`config.mk`:
```
export PLATFORM = sky130hd
export DESIGN_NAME = decode_ctrl_stage
export DESIGN_NICKNAME = d
export VERILOG_FILES = /design/src/rtl/rv32_pkg.sv /design/src/rtl/ctrl_decode.sv /design/src/rtl/decode_ctrl_stage.sv
export SDC_FILE = /design/constraint.sdc
export NUM_CORES = 1
export LEC_CHECK = 0
export ABC_AREA = 1
export BUFFER_PORTS_ARGS = -buffer_cell sky130_fd_sc_hd__buf_2
export CAP_MARGIN = 25
export CORE_UTILIZATION = 45
export CTS_BUF_LIST = sky130_fd_sc_hd__clkbuf_2 sky130_fd_sc_hd__clkbuf_4 sky130_fd_sc_hd__clkbuf_8
export CTS_CLUSTER_SIZE = 25
export DETAILED_ROUTE_END_ITERATION = 7
export PLACE_DENSITY = 0.72
export RECOVER_POWER = 50
export SYNTH_ARGS = -nofsm -noshare
export SYNTH_HDL_FRONTEND = slang
export SYNTH_SLANG_ARGS = --single-unit
```
`constraint.sdc`:
```
create_clock -name clk -period 1.9 [get_ports clk]
set_input_delay 0.19 -clock clk [delete_from_list [all_inputs] [get_ports clk]]
set_output_delay 0.19 -clock clk [all_outputs]
set_load 0.1 [all_outputs]
```
`src/rtl/rv32_pkg.sv`:
```
// Shared RV32I decode definitions: opcodes, control enums and the control bundle.
package rv32_pkg;

  localparam logic [6:0] OPC_OP       = 7'b0110011;
  localparam logic [6:0] OPC_OP_IMM   = 7'b0010011;
  localparam logic [6:0] OPC_LOAD     = 7'b0000011;
  localparam logic [6:0] OPC_STORE    = 7'b0100011;
  localparam logic [6:0] OPC_BRANCH   = 7'b1100011;
  localparam logic [6:0] OPC_JAL      = 7'b1101111;
  localparam logic [6:0] OPC_JALR     = 7'b1100111;
  localparam logic [6:0] OPC_LUI      = 7'b0110111;
  localparam logic [6:0] OPC_AUIPC    = 7'b0010111;
  localparam logic [6:0] OPC_MISC_MEM = 7'b0001111;
  localparam logic [6:0] OPC_SYSTEM   = 7'b1110011;

  typedef enum logic [1:0] {
    ALU_ADD    = 2'b00,
    ALU_BRANCH = 2'b01,
    ALU_RTYPE  = 2'b10,
    ALU_IALU   = 2'b11
  } aluop_e;

  typedef enum logic [1:0] {
    WB_ALU = 2'b00,
    WB_MEM = 2'b01,
    WB_PC4 = 2'b10,
    WB_IMM = 2'b11
  } wb_sel_e;

  typedef enum logic [2:0] {
    IMM_NONE,
    IMM_I,
    IMM_S,
    IMM_B,
    IMM_U,
    IMM_J
  } imm_fmt_e;

  typedef struct packed {
    logic    regwrite;
    logic    memread;
    logic    memwrite;
    logic    branch;
    logic    jump;
    logic    jalr;
    logic    alusrc;
    logic    asel_pc;
    logic    illegal;
    aluop_e  aluop;
    wb_sel_e wb_sel;
  } ctrl_t;

  // All-zero bundle: what a bubble or a FENCE carries.
  localparam ctrl_t CTRL_NOP = '0;

endpackage

```
`src/rtl/ctrl_decode.sv`:
```
// Combinational RV32I decoder: instruction word to control bundle,
// source-register usage flags and sign-extended immediate.
import rv32_pkg::*;

module ctrl_decode #(
  parameter int XLEN = 32
) (
  input  logic [31:0]     instr,
  output ctrl_t           ctrl,
  output logic            rs1_used,
  output logic            rs2_used,
  output logic [XLEN-1:0] imm
);

  logic [6:0]         opcode;
  logic [4:0]         rd;
  imm_fmt_e           fmt;
  logic signed [31:0] imm32;

  assign opcode = instr[6:0];
  assign rd     = instr[11:7];

  // Opcode map: control bits, which sources are read, and immediate format.
  always_comb begin
    ctrl     = CTRL_NOP;
    rs1_used = 1'b0;
    rs2_used = 1'b0;
    fmt      = IMM_NONE;
    case (opcode)
      OPC_OP: begin
        ctrl.regwrite = 1'b1;
        ctrl.aluop    = ALU_RTYPE;
        rs1_used      = 1'b1;
        rs2_used      = 1'b1;
      end
      OPC_OP_IMM: begin
        ctrl.regwrite = 1'b1;
        ctrl.alusrc   = 1'b1;
        ctrl.aluop    = ALU_IALU;
        rs1_used      = 1'b1;
        fmt           = IMM_I;
      end
      OPC_LOAD: begin
        ctrl.regwrite = 1'b1;
        ctrl.memread  = 1'b1;
        ctrl.alusrc   = 1'b1;
        ctrl.wb_sel   = WB_MEM;
        rs1_used      = 1'b1;
        fmt           = IMM_I;
      end
      OPC_STORE: begin
        ctrl.memwrite = 1'b1;
        ctrl.alusrc   = 1'b1;
        rs1_used      = 1'b1;
        rs2_used      = 1'b1;
        fmt           = IMM_S;
      end
      OPC_BRANCH: begin
        ctrl.branch = 1'b1;
        ctrl.aluop  = ALU_BRANCH;
        rs1_used    = 1'b1;
        rs2_used    = 1'b1;
        fmt         = IMM_B;
      end
      OPC_JAL: begin
        ctrl.regwrite = 1'b1;
        ctrl.jump     = 1'b1;
        ctrl.wb_sel   = WB_PC4;
        fmt           = IMM_J;
      end
      OPC_JALR: begin
        ctrl.regwrite = 1'b1;
        ctrl.jalr     = 1'b1;
        ctrl.alusrc   = 1'b1;
        ctrl.wb_sel   = WB_PC4;
        rs1_used      = 1'b1;
        fmt           = IMM_I;
      end
      OPC_LUI: begin
        ctrl.regwrite = 1'b1;
        ctrl.wb_sel   = WB_IMM;
        fmt           = IMM_U;
      end
      OPC_AUIPC: begin
        ctrl.regwrite = 1'b1;
        ctrl.alusrc   = 1'b1;
        ctrl.asel_pc  = 1'b1;
        fmt           = IMM_U;
      end
      OPC_MISC_MEM: begin
        ctrl = CTRL_NOP;
      end
      default: begin
        ctrl.illegal = 1'b1;
      end
    endcase
    if (rd == 5'd0) begin
      ctrl.regwrite = 1'b0;
    end
  end

  // Immediate assembly in 32 bits; the signed cast below extends it to XLEN.
  always_comb begin
    imm32 = '0;
    case (fmt)
      IMM_I:   imm32 = {{20{instr[31]}}, instr[31:20]};
      IMM_S:   imm32 = {{20{instr[31]}}, instr[31:25], instr[11:7]};
      IMM_B:   imm32 = {{19{instr[31]}}, instr[31], instr[7], instr[30:25], instr[11:8], 1'b0};
      IMM_U:   imm32 = {instr[31:12], 12'b0};
      IMM_J:   imm32 = {{11{instr[31]}}, instr[31], instr[19:12], instr[20], instr[30:21], 1'b0};
      default: imm32 = '0;
    endcase
  end

  assign imm = XLEN'(imm32);

endmodule

```
`src/rtl/decode_ctrl_stage.sv`:
```
// Registered decode stage: owns the ID/EX handshake, load-use hazard
// detection, the ID/EX register and the saturating stall counter.
import rv32_pkg::*;

module decode_ctrl_stage #(
  parameter int XLEN        = 32,
  parameter int REG_ADDR_W  = 5,
  parameter int STALL_CNT_W = 16
) (
  input  logic                   clk,
  input  logic                   rst,
  input  logic                   if_valid,
  input  logic [31:0]            if_instr,
  input  logic [XLEN-1:0]        if_pc,
  output logic                   id_ready,
  input  logic                   flush,
  input  logic                   ex_ready,
  output logic                   ex_valid,
  output logic                   ex_regwrite,
  output logic                   ex_memread,
  output logic                   ex_memwrite,
  output logic                   ex_branch,
  output logic                   ex_jump,
  output logic                   ex_jalr,
  output logic                   ex_alusrc,
  output logic                   ex_asel_pc,
  output logic                   ex_illegal,
  output logic [1:0]             ex_aluop,
  output logic [1:0]             ex_wb_sel,
  output logic [REG_ADDR_W-1:0]  ex_rs1,
  output logic [REG_ADDR_W-1:0]  ex_rs2,
  output logic [REG_ADDR_W-1:0]  ex_rd,
  output logic [2:0]             ex_funct3,
  output logic                   ex_funct7b5,
  output logic [XLEN-1:0]        ex_imm,
  output logic [XLEN-1:0]        ex_pc,
  output logic [STALL_CNT_W-1:0] stall_count
);

  localparam logic [STALL_CNT_W-1:0] CNT_MAX = {STALL_CNT_W{1'b1}};

  ctrl_t                   dec_ctrl;
  logic                    dec_rs1_used;
  logic                    dec_rs2_used;
  logic [XLEN-1:0]         dec_imm;
  logic [REG_ADDR_W-1:0]   dec_rs1;
  logic [REG_ADDR_W-1:0]   dec_rs2;
  logic [REG_ADDR_W-1:0]   dec_rd;
  logic                    hazard;
  logic                    accept;

  ctrl_t                   ctrl_q;
  logic                    valid_q;
  logic [REG_ADDR_W-1:0]   rs1_q;
  logic [REG_ADDR_W-1:0]   rs2_q;
  logic [REG_ADDR_W-1:0]   rd_q;
  logic [2:0]              funct3_q;
  logic                    funct7b5_q;
  logic [XLEN-1:0]         imm_q;
  logic [XLEN-1:0]         pc_q;
  logic [STALL_CNT_W-1:0]  cnt_q;

  ctrl_decode #(
    .XLEN (XLEN)
  ) u_decode (
    .instr    (if_instr),
    .ctrl     (dec_ctrl),
    .rs1_used (dec_rs1_used),
    .rs2_used (dec_rs2_used),
    .imm      (dec_imm)
  );

  assign dec_rs1 = REG_ADDR_W'(if_instr[19:15]);
  assign dec_rs2 = REG_ADDR_W'(if_instr[24:20]);
  assign dec_rd  = REG_ADDR_W'(if_instr[11:7]);

  assign hazard = valid_q & ctrl_q.memread & (rd_q != '0) &
                  ((dec_rs1_used & (dec_rs1 == rd_q)) |
                   (dec_rs2_used & (dec_rs2 == rd_q)));

  assign id_ready = !flush & !hazard & (!valid_q | ex_ready);
  assign accept   = if_valid & id_ready;

  // ID/EX register: flush beats back-pressure, back-pressure beats a new accept.
  always_ff @(posedge clk) begin
    if (rst) begin
      valid_q    <= 1'b0;
      ctrl_q     <= CTRL_NOP;
      rs1_q      <= '0;
      rs2_q      <= '0;
      rd_q       <= '0;
      funct3_q   <= '0;
      funct7b5_q <= 1'b0;
      imm_q      <= '0;
      pc_q       <= '0;
    end else if (flush) begin
      valid_q <= 1'b0;
      ctrl_q  <= CTRL_NOP;
    end else if (valid_q && !ex_ready) begin
      valid_q <= valid_q;
    end else if (accept) begin
      valid_q    <= 1'b1;
      ctrl_q     <= dec_ctrl;
      rs1_q      <= dec_rs1;
      rs2_q      <= dec_rs2;
      rd_q       <= dec_rd;
      funct3_q   <= if_instr[14:12];
      funct7b5_q <= if_instr[30];
      imm_q      <= dec_imm;
      pc_q       <= if_pc;
    end else begin
      valid_q <= 1'b0;
      ctrl_q  <= CTRL_NOP;
    end
  end

  // Count cycles a valid instruction is held back by a load-use hazard, saturating.
  always_ff @(posedge clk) begin
    if (rst) begin
      cnt_q <= '0;
    end else if (if_valid && hazard && !flush && (cnt_q != CNT_MAX)) begin
      cnt_q <= cnt_q + 1'b1;
    end
  end

  assign ex_valid    = valid_q;
  assign ex_regwrite = ctrl_q.regwrite;
  assign ex_memread  = ctrl_q.memread;
  assign ex_memwrite = ctrl_q.memwrite;
  assign ex_branch   = ctrl_q.branch;
  assign ex_jump     = ctrl_q.jump;
  assign ex_jalr     = ctrl_q.jalr;
  assign ex_alusrc   = ctrl_q.alusrc;
  assign ex_asel_pc  = ctrl_q.asel_pc;
  assign ex_illegal  = ctrl_q.illegal;
  assign ex_aluop    = ctrl_q.aluop;
  assign ex_wb_sel   = ctrl_q.wb_sel;
  assign ex_rs1      = rs1_q;
  assign ex_rs2      = rs2_q;
  assign ex_rd       = rd_q;
  assign ex_funct3   = funct3_q;
  assign ex_funct7b5 = funct7b5_q;
  assign ex_imm      = imm_q;
  assign ex_pc       = pc_q;
  assign stall_count = cnt_q;

endmodule

```
### Yosys cells after proc, flatten, opt, wreduce, memory -nomap -nowiden

Index checks and enable logic that the tools add are counted.

* bits in registers: 113
* input bits: 69
* output and inout bits: 114
* logic and storage cells: 89

* $add $sub $neg: 1
* eq/ne operators: 18
* mux-type cells: 18
* bitwise logic cells: 12
* reduce and logical (&&, ||, !) cells: 20

Operators by type and width (number)
* 32-bit one-hot mux with 5 select lines: 1
* 7-bit by 6-bit equality test with 1-bit output (second input constant): 3
* 7-bit equality test (second input constant): 3
* 16-bit by 1-bit adder with 16-bit output (second input constant): 1
* 16-bit inequality test (second input constant): 1
* 3-bit one-hot mux with 5 select lines: 1
* 7-bit by 5-bit equality test with 1-bit output (second input constant): 2
* 1-bit two-way mux: 13
* 13-bit two-way mux: 1
* 2-bit one-hot mux with 3 select lines: 2
* 5-bit equality test: 2
* 10-bit OR reduction: 1
* 1-bit bitwise AND: 8
* 7-bit by 2-bit equality test with 1-bit output (second input constant): 1
* 7-bit by 4-bit equality test with 1-bit output (second input constant): 1
* 7-bit OR reduction: 1
* 3-bit by 2-bit equality test with 1-bit output (second input constant): 2
* 3-bit equality test (second input constant): 2
* 2-bit OR reduction: 3
* 3-bit OR reduction: 2
* 6-bit OR reduction: 1
* 5-bit zero test: 1
* 5-bit nonzero test: 1
* 5-bit OR reduction: 1
* other kinds (6): 14

### Longest topological paths before layout

Gate-level depths: netlist of the first run.

* depth in word-level cells: 11
* mapped depth: 15
* depth with buffers taken out: 13

### Modules after synthesis

From an unflattened synthesis of the first run, not the netlist that was laid out.

* cell total of the unflattened synthesis: 1024
* area, all modules: 6103.4 um^2

Modules (own cells, without submodules)
* decode_ctrl_stage: times used 1, cells each 779, area each 5023.6 um^2
* ctrl_decode: times used 1, cells each 245, area each 1079.8 um^2

### Worst setup path after synthesis of the first run

No wires, ideal clock.

* kind: register to output
* start point: register rd_q[1] (netlist: ex_rd[1])
* end point: output port id_ready
* data arrival time: 3953 ps
* required time: 1710 ps
* path slack: -2243 ps
* stages on the path, launching flop included: 9
* path buffers: 1
* path through: dfxtp_1 -> inv_1 -> or2_2 -> nand3_1 -> nor2_1 -> nand2_1 -> a21oi_1 -> buf_2 -> nor3_1

* word-level cells in the longest chain between the ends: 7
* elaborated cells between the ends (all ways): 11
* those cells by class: eq/ne (2); bitwise (7); reduce/logical (2)

Ends and longest elaborated chain
* start: declaration: RTL line decode_ctrl_stage.sv:56 `logic [REG_ADDR_W-1:0] rd_q;`
* start signal: assignment: RTL line decode_ctrl_stage.sv:106 `rd_q <= dec_rd;`
* 5-bit equality test, on equally long branches: RTL line decode_ctrl_stage.sv:78, decode_ctrl_stage.sv:79
* 1-bit bitwise AND, on equally long branches: RTL line decode_ctrl_stage.sv:78, decode_ctrl_stage.sv:79
* 1-bit bitwise OR: RTL line decode_ctrl_stage.sv:78 `((dec_rs1_used & (dec_rs1 == rd_q)) |`
* 1-bit bitwise AND *: RTL line decode_ctrl_stage.sv:77 `assign hazard = valid_q & ctrl_q.memread & (rd_q != '0) &`
* 1-bit zero test *: RTL line decode_ctrl_stage.sv:81 `assign id_ready = !flush & !hazard & (!valid_q | ex_ready);`
* 1-bit bitwise AND * (2 in a row): RTL line decode_ctrl_stage.sv:81
* end: declaration: RTL line decode_ctrl_stage.sv:15 `output logic id_ready,`

Mark *: on every way between the ends. The rest lies on a longest branch, timed or not.

### Worst setup path in the final report of the first run

* start point: register rd_q[4] (netlist: ex_rd[4])
* end point: output port id_ready

The elaborated chain is that of the path after synthesis.

==> results of run 1 <==
## cell usage after synthesis
| master | instances | area, um2 |
|---|---|---|
| clkbuf_1 | 28 | 105 |
| nand3_2 | 1 | 10.0 |
| o21ai_0 | 3 | 15.0 |
| o21bai_1 | 6 | 45.0 |
| nand4_2 | 1 | 12.5 |
| nor4_1 | 2 | 12.5 |
| nand3_1 | 28 | 140 |
| nor2_2 | 1 | 6.26 |
| inv_1 | 101 | 379 |
| dfxtp_1 | 113 | 2260 |
| clkinv_1 | 2 | 7.51 |
| nand2_1 | 258 | 968 |
| buf_4 | 7 | 52.6 |
| buf_2 | 6 | 30.0 |
| buf_6 | 7 | 78.8 |
| xor2_1 | 13 | 114 |
| a21oi_1 | 60 | 300 |
| xnor2_1 | 3 | 26.3 |
| nand4_1 | 72 | 450 |
| or2_2 | 3 | 18.8 |
| nand2_2 | 2 | 12.5 |
| buf_1 | 3 | 11.3 |
| nor2_1 | 148 | 556 |
| nor3_4 | 1 | 16.3 |
| nor3_1 | 8 | 40.0 |
| inv_2 | 1 | 3.75 |
| ha_1 | 1 | 12.5 |
## power breakdown
group          total, mW  switching, mW  internal (mW)
logic               1.47           1.08          0.389
clock network       2.19          0.948           1.24
registers           2.50         0.0560           2.45
## cell families after synthesis
group | synth area share, %
fa+ha+maj | 0.220
buf+inv | 11.7
flops | 39.8
xor+xnor | 2.46
simple gates | 39.4
compound gates | 6.34
## layout make-up
cell class,count,area (um2),share of cell area [%]
tap,168,210,2.53
sequential,113,2320,27.9
clock inverter,3,17.5,0.210
timing repair buffer,279,2040,24.5
multi-input combinational,614,2970,35.6
inverter,104,398,4.78
clock buffer,29,374,4.49
## how the worst min path moves through the flow
stage               slack, ns  depth (start not counted)                        end    startpoint
finish                   0.01                          3  ex_funct3[2]$_SDFFE_PP0P_  if_instr[14]
global route             0.01                          3  ex_funct3[0]$_SDFFE_PP0P_  if_instr[12]
CTS                     0.004                          3  ex_funct3[0]$_SDFFE_PP0P_  if_instr[12]
detailed placement       0.42                          3     ex_pc[18]$_SDFFE_PP0P_     if_pc[18]
global placement         0.41                          3     ex_pc[20]$_SDFFE_PP0P_     if_pc[20]
floorplan                0.32                          2      ex_rd[0]$_SDFFE_PP0P_   if_instr[7]
## worst max-delay path, stage by stage (launching register included)
cell and delay (ns):
dfxtp_4 0.37, xnor2_1 0.22, nand3_2 0.11, nor2_2 0.18, nand2_2 0.11, a21oi_4 0.21
nor3_4 0.07, buf_12 0.18
## flip-flops by register name (all words and copies together) (netlist names), 3 cells and up
register,flops
ex_imm,32
ex_pc,32
ex_rs1,5
ex_rd,5
ex_rs2,5
stall_count,16
ex_funct3,3
## through the flow
step	setup WS, ns	instances
after global routing	-0.247	1310
after global placement	0.0743	1213
final	-0.175	1310
after CTS	-0.102	1282
after detailed placement	0.00553	1213
after floorplan	-0.351	879
## layer usage
layer / global-route usage [%] / routed length, um / up-vias
li1: - / - / 3284
met1: 34.3 / 7960 / 2989
met2: 43.4 / 8790 / 259
met3: 8.47 / 1460 / 28
met4: 8.05 / 323 / 0
met5: 0 / 0 / -
## what timing repair did
action,in CTS,in global routing
buffers inserted,2,17
pin swaps,7,19
cloned,1,13
endpoints found under the hold margin,34,0
resized for setup,12,49
hold buffers,34,0
setup endpoints to repair,5,112
==> summary.txt, run 1 <==
Finish
  – # nets final: 1199
  – Commonest non-fill, non-tap cell in the layout: nand2_1
  – Layout cells sized above 1: 30.6%
  – Most frequent cells in the layout: nand2_1 (252), nor2_1 (143), buf_2 (115)
  – Finished Cell Area: 8320 um2
  – Util after Layout: 68.4%
  – FILL cells: 1035
  – P&R area growth vs syn: 46.4%
  – # diodes: 0

Setup path
  – Worst Setup End Kind: output port
  – WS Path Type: register to output port
  – Critical path origin: ex_rd[4]$_SDFFE_PP0P_
  – Max Fanout on Critical Path: 4
  – Register-to-register setup slack: -0.12 ns
  – CP startpoint kind: register
  – Reg2reg end: ex_pc[15]$_SDFFE_PP0P_
  – R2R Path Start: ex_rd[4]$_SDFFE_PP0P_
  – Req. time, crit path: 1.71 ns
  – Worst r2r path cells: 13
  – Worst setup path endpoint: id_ready
  – Critical Path AT: 1.89 ns

Global route
  – First-pass GRT wire length: 27500 um
  – Total grt overflow: 0
  – Pin count of the biggest net entering global routing: 53
  – Vias in the first global route: 5729
  – Total GRT Usage: 26.9%
  – Initial antenna violation count: 0

STA
  – Layout Skew: 0.00724 ns
  – Setup Viol. Count Final: 76
  – Slew margin rel.: 61.9%
  – Final Max Slew Viols: 0
  – Final WS setup: -0.175 ns
  – Setup Total Neg Slack: -3.88 ns
  – RSZ-0062 raised after global routing: true
  – Fin Hold WS: 0.0100 ns
  – Tcrit/Tclk final: 109%
  – Slew @ Worst Pin: 0.571 ns
  – Min Tclk post-route: 2.08 ns
  – Final Hold Fails: 0
  – Fmax: 482 MHz

CTS
  – Root Buffer: clkbuf_8
  – Worst-Skew Late Latency: 0.44 ns
  – CTS tree: yes
  – Total CTS buffers: 17
  – CTS sink cnt: 113
  – Clock slew at reported path FFs: 0.06 ns
  – H-tree depth: 4
  – Clock buffer depth: 2

Synth
  – Mapped Nets: 949
  – Yosys cell types: 27
  – Yosys warning count: 0
  – Post-synthesis sequential area ratio: 39.8%
  – Synthesized instance count: 879
  – Cell area after synthesis: 5690 um2
  – Avg Cell Area, Syn: 6.47 um2
  – Yosys reg bits: 113

Placement
  – PortBufs: 182
  – HPWL Detailed: 11800 um
  – Gp weighted congestion: 0.902
  – Placed cell area: 6960 um2

Power and ir drop
  – PD cells: 739 nW/um2
  – Pleak: 4.19 nW
  – Pwr Total: 6.15 mW
  – Worst VDD drop: 0.000733 V

Outcome
  – Failing checks: negative setup slack
  – Outcome: complete, but fails checks

Drt
  – Routed Antenna Nets: 0
  – Final WL: 18500 um
  – DR iter-0 viols: 449
  – Drt first pass iters: 5
  – Post-route DRC: 0
  – Routed vias/inst: 5.01
  – Wire per inst: 14.1 um
  – Vias: 6560

Die
  – Boundary Pins: 183
  – Die W: 114 um
  – Core area: 12200 um2
  – DIE AREA: 13100 um2
  – Row count: 40
  – Die Y: 114 um
  – Initial Util: 46.8%

Hold path
  – Hold Path Class: primary input to register

Flow run
  – Max Cap Viol: 0
Power figures use the tool's default switching activity.
==> run 2, diff against run 1 <==
ABC_AREA = unset   (was 1)
PLACE_DENSITY = 0.73   (was 0.72)
==> run 2 against run 1 <==
  * The flow still finishes with violations (negative setup slack)
  * Sequential share of layout area decreased by 1.5 points
  * Highest routed layer unchanged
  * Clock-buffer cell count decreased by 6
  * Design area increased by 5.8%
  * Clock skew increased by 0.0047 ns
  * Wire length increased by 14%
  * Combinational power decreased by 3%
  * Power increased by 4.3%
  * Sequential cell count unchanged
==> summary.txt, run 2 <==
Outcome
  – Outcome: complete, but fails checks
  – Failing checks: negative setup slack

Drt
  – Wire per inst: 19.7 um (+39%)
  – Routed Antenna Nets: 0 (unchanged)
  – Vias: 6283 (-4.2%)
  – Post-route DRC: 0 (unchanged)
  – Routed vias/inst: 5.89 (+18%)
  – Final WL: 21000 um (+14%)
  – DR iter-0 viols: 645 (+44%)
  – Drt first pass iters: 6 (+1)

Setup path
  – Req. time, crit path: 2.21 ns (+0.50 ns)
  – CP max stage delay: 0.37 ns (about the same)
  – Worst r2r path cells: 13 (unchanged)
  – CP startpoint kind: register
  – Crit-path leading delay family: buffers and inverters
  – CP max-delay cell: dfxtp_4
  – CP Cell Sequence: xnor2_4, nand4_4, nor4b_4, buf_4, o21ai_4, buf_4, buf_8, buf_6, buf_12, buf_12, buf_4, a21oi_1, a211oi_1
  – WP buf/inv: 7 (+6)
  – Max Fanout on Critical Path: 6 (+2)
  – CP dominant cell by count: buf_4
  – Crit path depth: 13 (+6)
  – Worst Setup End Kind: register
  – WS Path Type: register to register
  – Critical Path AT: 2.72 ns (+0.83 ns)

Power and ir drop
  – Worst VDD drop: 0.000720 V (-1.7%)
  – PD cells: 729 nW/um2 (-1.4%)
  – Pleak: 3.63 nW (-13%)
  – Pwr Total: 6.42 mW (+4.3%)

Placement
  – Placed cell area: 6810 um2 (-2.2%)
  – PortBufs: 182 (unchanged)
  – Gp weighted congestion: 0.904 (+0.21%)
  – Pre-CTS WS: -0.329 ns (-0.334 ns)
  – HPWL Detailed: 12400 um (+5.2%)

Global route
  – Total GRT Usage: 31.4% (+4.6 points)
  – First-pass GRT wire length: 28500 um (+3.8%)
  – Initial antenna violation count: 0 (unchanged)
  – Total grt overflow: 0 (unchanged)
  – Pin count of the biggest net entering global routing: 107 (+100%)
  – Vias in the first global route: 5749 (+0.35%)

STA
  – Final Hold Fails: 0 (unchanged)
  – Slew margin rel.: 59.4% (-2.5 points)
  – RSZ-0062 raised after global routing: true
  – Slew @ Worst Pin: 0.609 ns (+0.0382 ns)
  – Min Tclk post-route: 2.41 ns (+0.332 ns)
  – Setup Viol. Count Final: 113 (+49%)
  – Layout Skew: 0.0119 ns (+0.00466 ns)
  – Setup Total Neg Slack: -38.03 ns (-34.15 ns)
  – Final WS setup: -0.507 ns (-0.332 ns)
  – Final Max Slew Viols: 0 (unchanged)
  – Tcrit/Tclk final: 127% (+17 points)
  – Fmax: 415 MHz (-14%)
  – Fin Hold WS: 0.00221 ns (-0.00780 ns)

Synth
  – Avg Cell Area, Syn: 8.23 um2 (+27%)
  – XOR/XNOR Fraction of Synth Area: 1.89% (-0.57 points)
  – Complex-gate fraction of the synthesized area: 27.5% (+21 points)
  – Post-synth EDFFs: 0 (unchanged)
  – Area contributors post-synth: dfxtp_1 (44%), a21oi_1 (10%), o21ai_0 (6.8%)
  – Post-synthesis sequential area ratio: 44.4% (+4.6 points)
  – Share of the synthesized area in the top cell type: 44.4% (+4.6 points)
  – Most common cell in the synthesized netlist: dfxtp_1
  – Yosys warning count: 0 (unchanged)
  – Ys flop type: dfxtp_1
  – Commonest cells in the netlist: dfxtp_1 (113), a21oi_1 (105), o21ai_0 (69), nand3_1 (66), nand2_1 (34)
  – Synthesized instance count: 619 (-30%)
  – Adder-Cell Fraction of Synth Area: 0.245% (+0.025 points)
  – Proportion of synthesized area in mux cells: 0.835% (+0.83 points)
  – Cell area after synthesis: 5100 um2 (-10%)
  – Yosys reg bits: 113 (unchanged)
  – Largest family of logic cells by synthesized area: compound AO/OA/AOI/OAI gates
  – Yosys cell types: 54 (+100%)
  – Synth area leader: dfxtp_1
  – Synth Area in Simple Gates: 19.7% (-20 points)
  – Mapped Nets: 689 (-27%)
  – Post-synth ARST share: 0% (unchanged)

Finish
  – Most frequent cells in the layout: buf_2 (123), dfxtp_1 (90), buf_4 (80)
  – Layout cells sized above 1: 51.8% (+21 points)
  – # diodes: 0 (unchanged)
  – P&R area growth vs syn: 72.8%
  – # nets final: 985 (-18%)
  – FILL cells: 681 (-34%)
  – Commonest non-fill, non-tap cell in the layout: buf_2
  – Finished Cell Area: 8810 um2 (+5.8%)

CTS
  – Root Buffer: clkbuf_8
  – Worst-Skew Late Latency: 0.45 ns (about the same)
  – Clock slew at reported path FFs: 0.07 ns (about the same)
  – Clock buffer depth: 2 (unchanged)
  – CTS sink cnt: 113 (unchanged)
  – H-tree depth: 4 (unchanged)
  – Total CTS buffers: 17 (unchanged)
  – CTS tree: yes

Die
  – Die Y: 108 um (-5.2%)
  – Initial Util: 46.6% (-0.15 points)
  – Boundary Pins: 183 (unchanged)
  – DIE AREA: 11800 um2 (-10%)
  – Core area: 10900 um2 (-10%)
  – Die W: 108 um (-5.2%)
  – Row count: 38 (-5.0%)

Flow run
  – Max Cap Viol: 0 (unchanged)

Hold path
  – Hold path depth: 3 (unchanged)
  – Hold Path Class: primary input to register
run 2: layer usage:
metal  track usage [%]  routed length [um]  vias to the layer above
met4              13.9                 820                        0
met3              7.11                1520                       77
li1                  -                   -                     2872
met2              52.0               10300                      347
met1              38.9                8440                     2987
met5                 0                   0                        -
run 2: kinds of logic (layout without fill, tap and decap cells):
group,count (synthesis),after routing
AOI/OAI and AO/OA,237,237
xor gates and xnor gates,11,11
DFF,113,113
buffers and inverters,65,372
and+or+nand+nor,188,189
muxes,4,4
adders and majority gates,1,1
run 2: worst paths after layout:
| path | startpoint | to | slack [ns] |
|---|---|---|---|
| setup / recovery | ex_rd[0]$_SDFFE_PP0P_ | ex_imm[2]$_SDFFE_PP0P_ | -0.51 |
| hold / removal | if_pc[20] | ex_pc[20]$_SDFFE_PP0P_ | 0.002 |
| setup reg to reg | ex_rd[0]$_SDFFE_PP0P_ | ex_imm[2]$_SDFFE_PP0P_ | -0.51 |
| hold reg to reg | ex_regwrite$_SDFFE_PP0N_ | ex_regwrite$_SDFFE_PP0N_ | 0.47 |
run 2: worst reg2reg max path, stage by stage, from the launching register on:
cell      delay, ns
dfxtp_4        0.37
xnor2_4        0.21
nand4_4        0.13
nor4b_4        0.30
buf_4          0.18
o21ai_4        0.07
buf_4          0.13
buf_8          0.12
buf_6          0.12
buf_12         0.12
buf_12         0.13
buf_4          0.16
a21oi_1        0.16
a211oi_1       0.07
run 2: metrics by stage:
| step | utilization, % | std cells |
|---|---|---|
| final | 80.5 | 1067 |
| after global routing | 80.5 | 1067 |
| after CTS | 71.2 | 1041 |
| after detailed placement | 62.2 | 972 |
| after global placement | 62.2 | 972 |
| after floorplan | - | 619 |
run 2: power breakdown:
| group | switching, mW | internal [mW] | total [mW] |
|---|---|---|---|
| Clock | 1.01 | 1.48 | 2.49 |
| Sequential | 0.0632 | 2.44 | 2.50 |
| Combinational | 1.05 | 0.382 | 1.43 |
run 2: cell type report:
cell class	count	area, um2	area share (%)
Sequential cell	113	2320	26.4
Timing Repair Buffer	333	2590	29.4
Clock inverter	8	125	1.42
Inverter	8	30.0	0.341
Multi-Input combinational cell	442	3260	37.0
Tap cell	140	175	1.99
Clock buffer	23	310	3.52
run 2: timing repair:
action,4_1_cts,5_1_grt
gates cloned,5,6
hold buffers,24,5
pin swaps,13,36
setup endpoints to repair,114,114
gates resized for setup,46,142
setup buffers,9,16
hold endpoints to repair,24,5
==> run 3, diff against run 2 <==
BUFFER_PORTS_ARGS = -buffer_cell sky130_fd_sc_hd__clkbuf_2   (was -buffer_cell sky130_fd_sc_hd__buf_2)
==> run 3 against run 2 <==
  * The run still ends with negative setup slack left
  * Combinational power is essentially flat
  * Utilization shrank 3.4 points
  * Non-clock buffer count shrank 13
  * Power shrank 4.5%
  * Via count grew 1.3%
  * Setup slack gained 0.13 ns
  * Sequential power is essentially flat
==> summary.txt, run 3 (synthesized netlist as in run 2, its figures left out) <==
Finish
  – # diodes: 0 (unchanged)
  – Post-Layout Cell Count: 1054 (-1.2%)
  – Multi-input gate area: 3120 um2 (-4.2%)
  – Layout cells sized above 1: 49.2% (-2.5 points)
  – Commonest non-fill, non-tap cell in the layout: clkbuf_2
  – Finished Cell Area: 8440 um2 (-4.2%)
  – P&R area growth vs syn: 65.5%
  – # nets final: 971 (-1.4%)
  – FILL cells: 715 (+5.0%)
  – FF+latch area: 2320 um2 (-0.11%)
  – Most frequent cells in the layout: clkbuf_2 (180), dfxtp_1 (92), a21oi_1 (73)
  – Util after Layout: 77.2% (-3.4 points)

Hold path
  – Hold Startpoint: if_instr[25]
  – Hold Path Sink: ex_imm[25]$_SDFFE_PP0P_
  – Hold path depth: 3 (unchanged)
  – Hold Path Class: primary input to register

Placement
  – Placed cell area: 6790 um2 (-0.18%)
  – HPWL Detailed: 12400 um (+0.30%)
  – Gp weighted congestion: 0.935 (+3.5%)
  – Placed Cells: 962 (-1.0%)
  – Pre-CTS WS: -0.255 ns (+0.0736 ns)
  – PortBufs: 182 (unchanged)

STA
  – Final Hold Fails: 0 (unchanged)
  – Final Max Slew Viols: 0 (unchanged)
  – Slew @ Worst Pin: 0.587 ns (-0.0221 ns)
  – RSZ-0062 raised after global routing: true
  – Layout Skew: 0.00999 ns (-0.00191 ns)
  – Min Tclk post-route: 2.28 ns (-0.131 ns)
  – Final WS setup: -0.376 ns (+0.131 ns)
  – Slew margin rel.: 61.0% (+1.6 points)
  – Fin Hold WS: 0.0183 ns (+0.0160 ns)
  – Tcrit/Tclk final: 120% (-6.9 points)
  – Fmax: 439 MHz (+5.8%)
  – Setup Viol. Count Final: 112 (-0.88%)

Setup path
  – Reg2reg end: ex_imm[31]$_SDFFE_PP0P_
  – CP Cell Sequence: or3_4, o311a_4, o21ai_4, buf_6, buf_6, buf_6, buf_12, buf_16, nand4_1, a21oi_1
  – Worst Setup End Kind: register
  – Worst r2r path cells: 10 (-3)
  – WS Path Type: register to register
  – CP startpoint kind: register
  – Req. time, crit path: 2.25 ns (+0.04 ns)
  – Max Fanout on Critical Path: 14 (+8)
  – Register-to-register setup slack: -0.38 ns (+0.13 ns)
  – Critical path origin: ex_rd[4]$_SDFFE_PP0P_
  – Critical Path AT: 2.63 ns (-0.09 ns)
  – CP max-delay cell: or3_4
  – R2R Path Start: ex_rd[4]$_SDFFE_PP0P_
  – CP dominant cell by count: buf_6
  – CP max stage delay: 0.39 ns (+0.02 ns)

Die
  – Die Y: 108 um (unchanged)
  – Boundary Pins: 183 (unchanged)
  – Initial Util: 46.6% (unchanged)
  – Core area: 10900 um2 (unchanged)
  – Row count: 38 (unchanged)
  – DIE AREA: 11800 um2 (unchanged)
  – Die W: 108 um (unchanged)

Drt
  – Vias: 6367 (+1.3%)
  – Routed vias/inst: 6.04 (+2.6%)
  – Drt first pass iters: 8 (+2)
  – Wire per inst: 19.8 um (+0.54%)
  – Routed Antenna Nets: 0 (unchanged)
  – DR iter-0 viols: 659 (+2.2%)
  – Final WL: 20900 um (-0.69%)
  – Post-route DRC: 0 (unchanged)

CTS
  – H-tree depth: 4 (unchanged)
  – Total CTS buffers: 17 (unchanged)
  – Worst-Skew Late Latency: 0.43 ns (-0.02 ns)
  – Clock buffer depth: 2 (unchanged)
  – Clock slew at reported path FFs: 0.07 ns (about the same)
  – CTS sink cnt: 113 (unchanged)
  – Root Buffer: clkbuf_8
  – CTS tree: yes

Global route
  – Vias in the first global route: 5988 (+4.2%)
  – Total grt overflow: 0 (unchanged)
  – Pin count of the biggest net entering global routing: 108 (+0.93%)
  – Total GRT Usage: 33.2% (+1.8 points)
  – Initial antenna violation count: 0 (unchanged)
  – First-pass GRT wire length: 30000 um (+5.4%)

Flow run
  – Max Cap Viol: 0 (unchanged)

Power and ir drop
  – Worst VDD drop: 0.000480 V (-33%)
  – PD cells: 726 nW/um2 (-0.36%)
  – Pleak: 3.47 nW (-4.3%)

Outcome
  – Outcome: complete, but fails checks
  – Failing checks: negative setup slack
==> run 3: cell types whose count changed in the layout (fill, tap and decap cells not counted), moves of 5 or more <==
| cell | change |
|---|---|
| clkbuf_2 | +123 |
| nand3_1 | +6 |
| buf_2 | -123 |
| buf_4 | -10 |
| a21oi_2 | +6 |
| a211oi_1 | -5 |
| a211oi_2 | +5 |
| a21oi_4 | -7 |
| dlygate4sd3_1 | +6 |
==> run 3: metrics by stage <==
| step | setup TNS [ns] | power, mW |
|---|---|---|
| 6_report | -24.53 | 6.13 |
| 2_1_floorplan | -13.51 | 3.45 |
| 3_3_place_gp | -6.96 | 3.77 |
| 3_5_place_dp | -15.52 | 3.79 |
| 5_1_grt | -31.04 | 6.30 |
| 4_1_cts | -22.01 | 6.05 |
==> run 3: where the power goes <==
part           switching, mW  internal [mW]
clock network           1.02           1.18
logic                   1.05          0.377
registers             0.0640           2.44
total                   2.14           3.99
==> run 3: timing repair <==
| action | 4_1_cts | 5_1_grt |
|---|---|---|
| cloned | 6 | 1 |
| resized for setup | 115 | 30 |
| pin swaps | 45 | 13 |
| hold buffers | 35 | 0 |
| buffers inserted | 17 | 3 |
| endpoints found under the setup margin | 112 | 114 |
| endpoints found under the hold margin | 35 | 0 |
==> run 3: worst max path at each step <==
stage                                               to  slack, ns  cells after the start
final                          ex_imm[31]$_SDFFE_PP0P_      -0.38                     10
after global routing            ex_pc[21]$_SDFFE_PP0P_      -0.43                     12
after CTS                                     id_ready      -0.35                      7
after detailed placement   stall_count[3]$_SDFFE_PP0P_      -0.26                      7
after global placement    stall_count[13]$_SDFFE_PP0P_      -0.16                      8
after floorplan                               id_ready      -0.41                      7
==> run 3: final cells by class <==
cell class | instances | area share (%)
Sequential cell | 113 | 27.5
Tap cell | 140 | 2.08
Multi-Input combinational cell | 441 | 37.0
Clock buffer | 23 | 3.53
Inverter | 8 | 0.356
Clock inverter | 9 | 0.979
Timing Repair Buffer | 320 | 28.6
==> run 3: layer usage <==
| metal | global-route usage [%] | routed length [um] | vias to the layer above | part of all wire, % |
|---|---|---|---|---|
| li1 | - | - | 2848 | - |
| met1 | 39.5 | 7920 | 3051 | 38 |
| met5 | 0 | 0 | - | 0 |
| met4 | 12.0 | 677 | 0 | 3.2 |
| met2 | 57.2 | 10400 | 397 | 50 |
| met3 | 8.74 | 1930 | 71 | 9.2 |
==> run 3: worst max-delay path: cells and delay by family (launching register included) <==
| kind | cells | cell delay, ns |
|---|---|---|
| flip-flops | 1 | 0.36 |
| AND/OR/NAND/NOR | 2 | 0.50 |
| buffers and inverters | 5 | 0.68 |
| AO/OA/AOI/OAI | 3 | 0.66 |
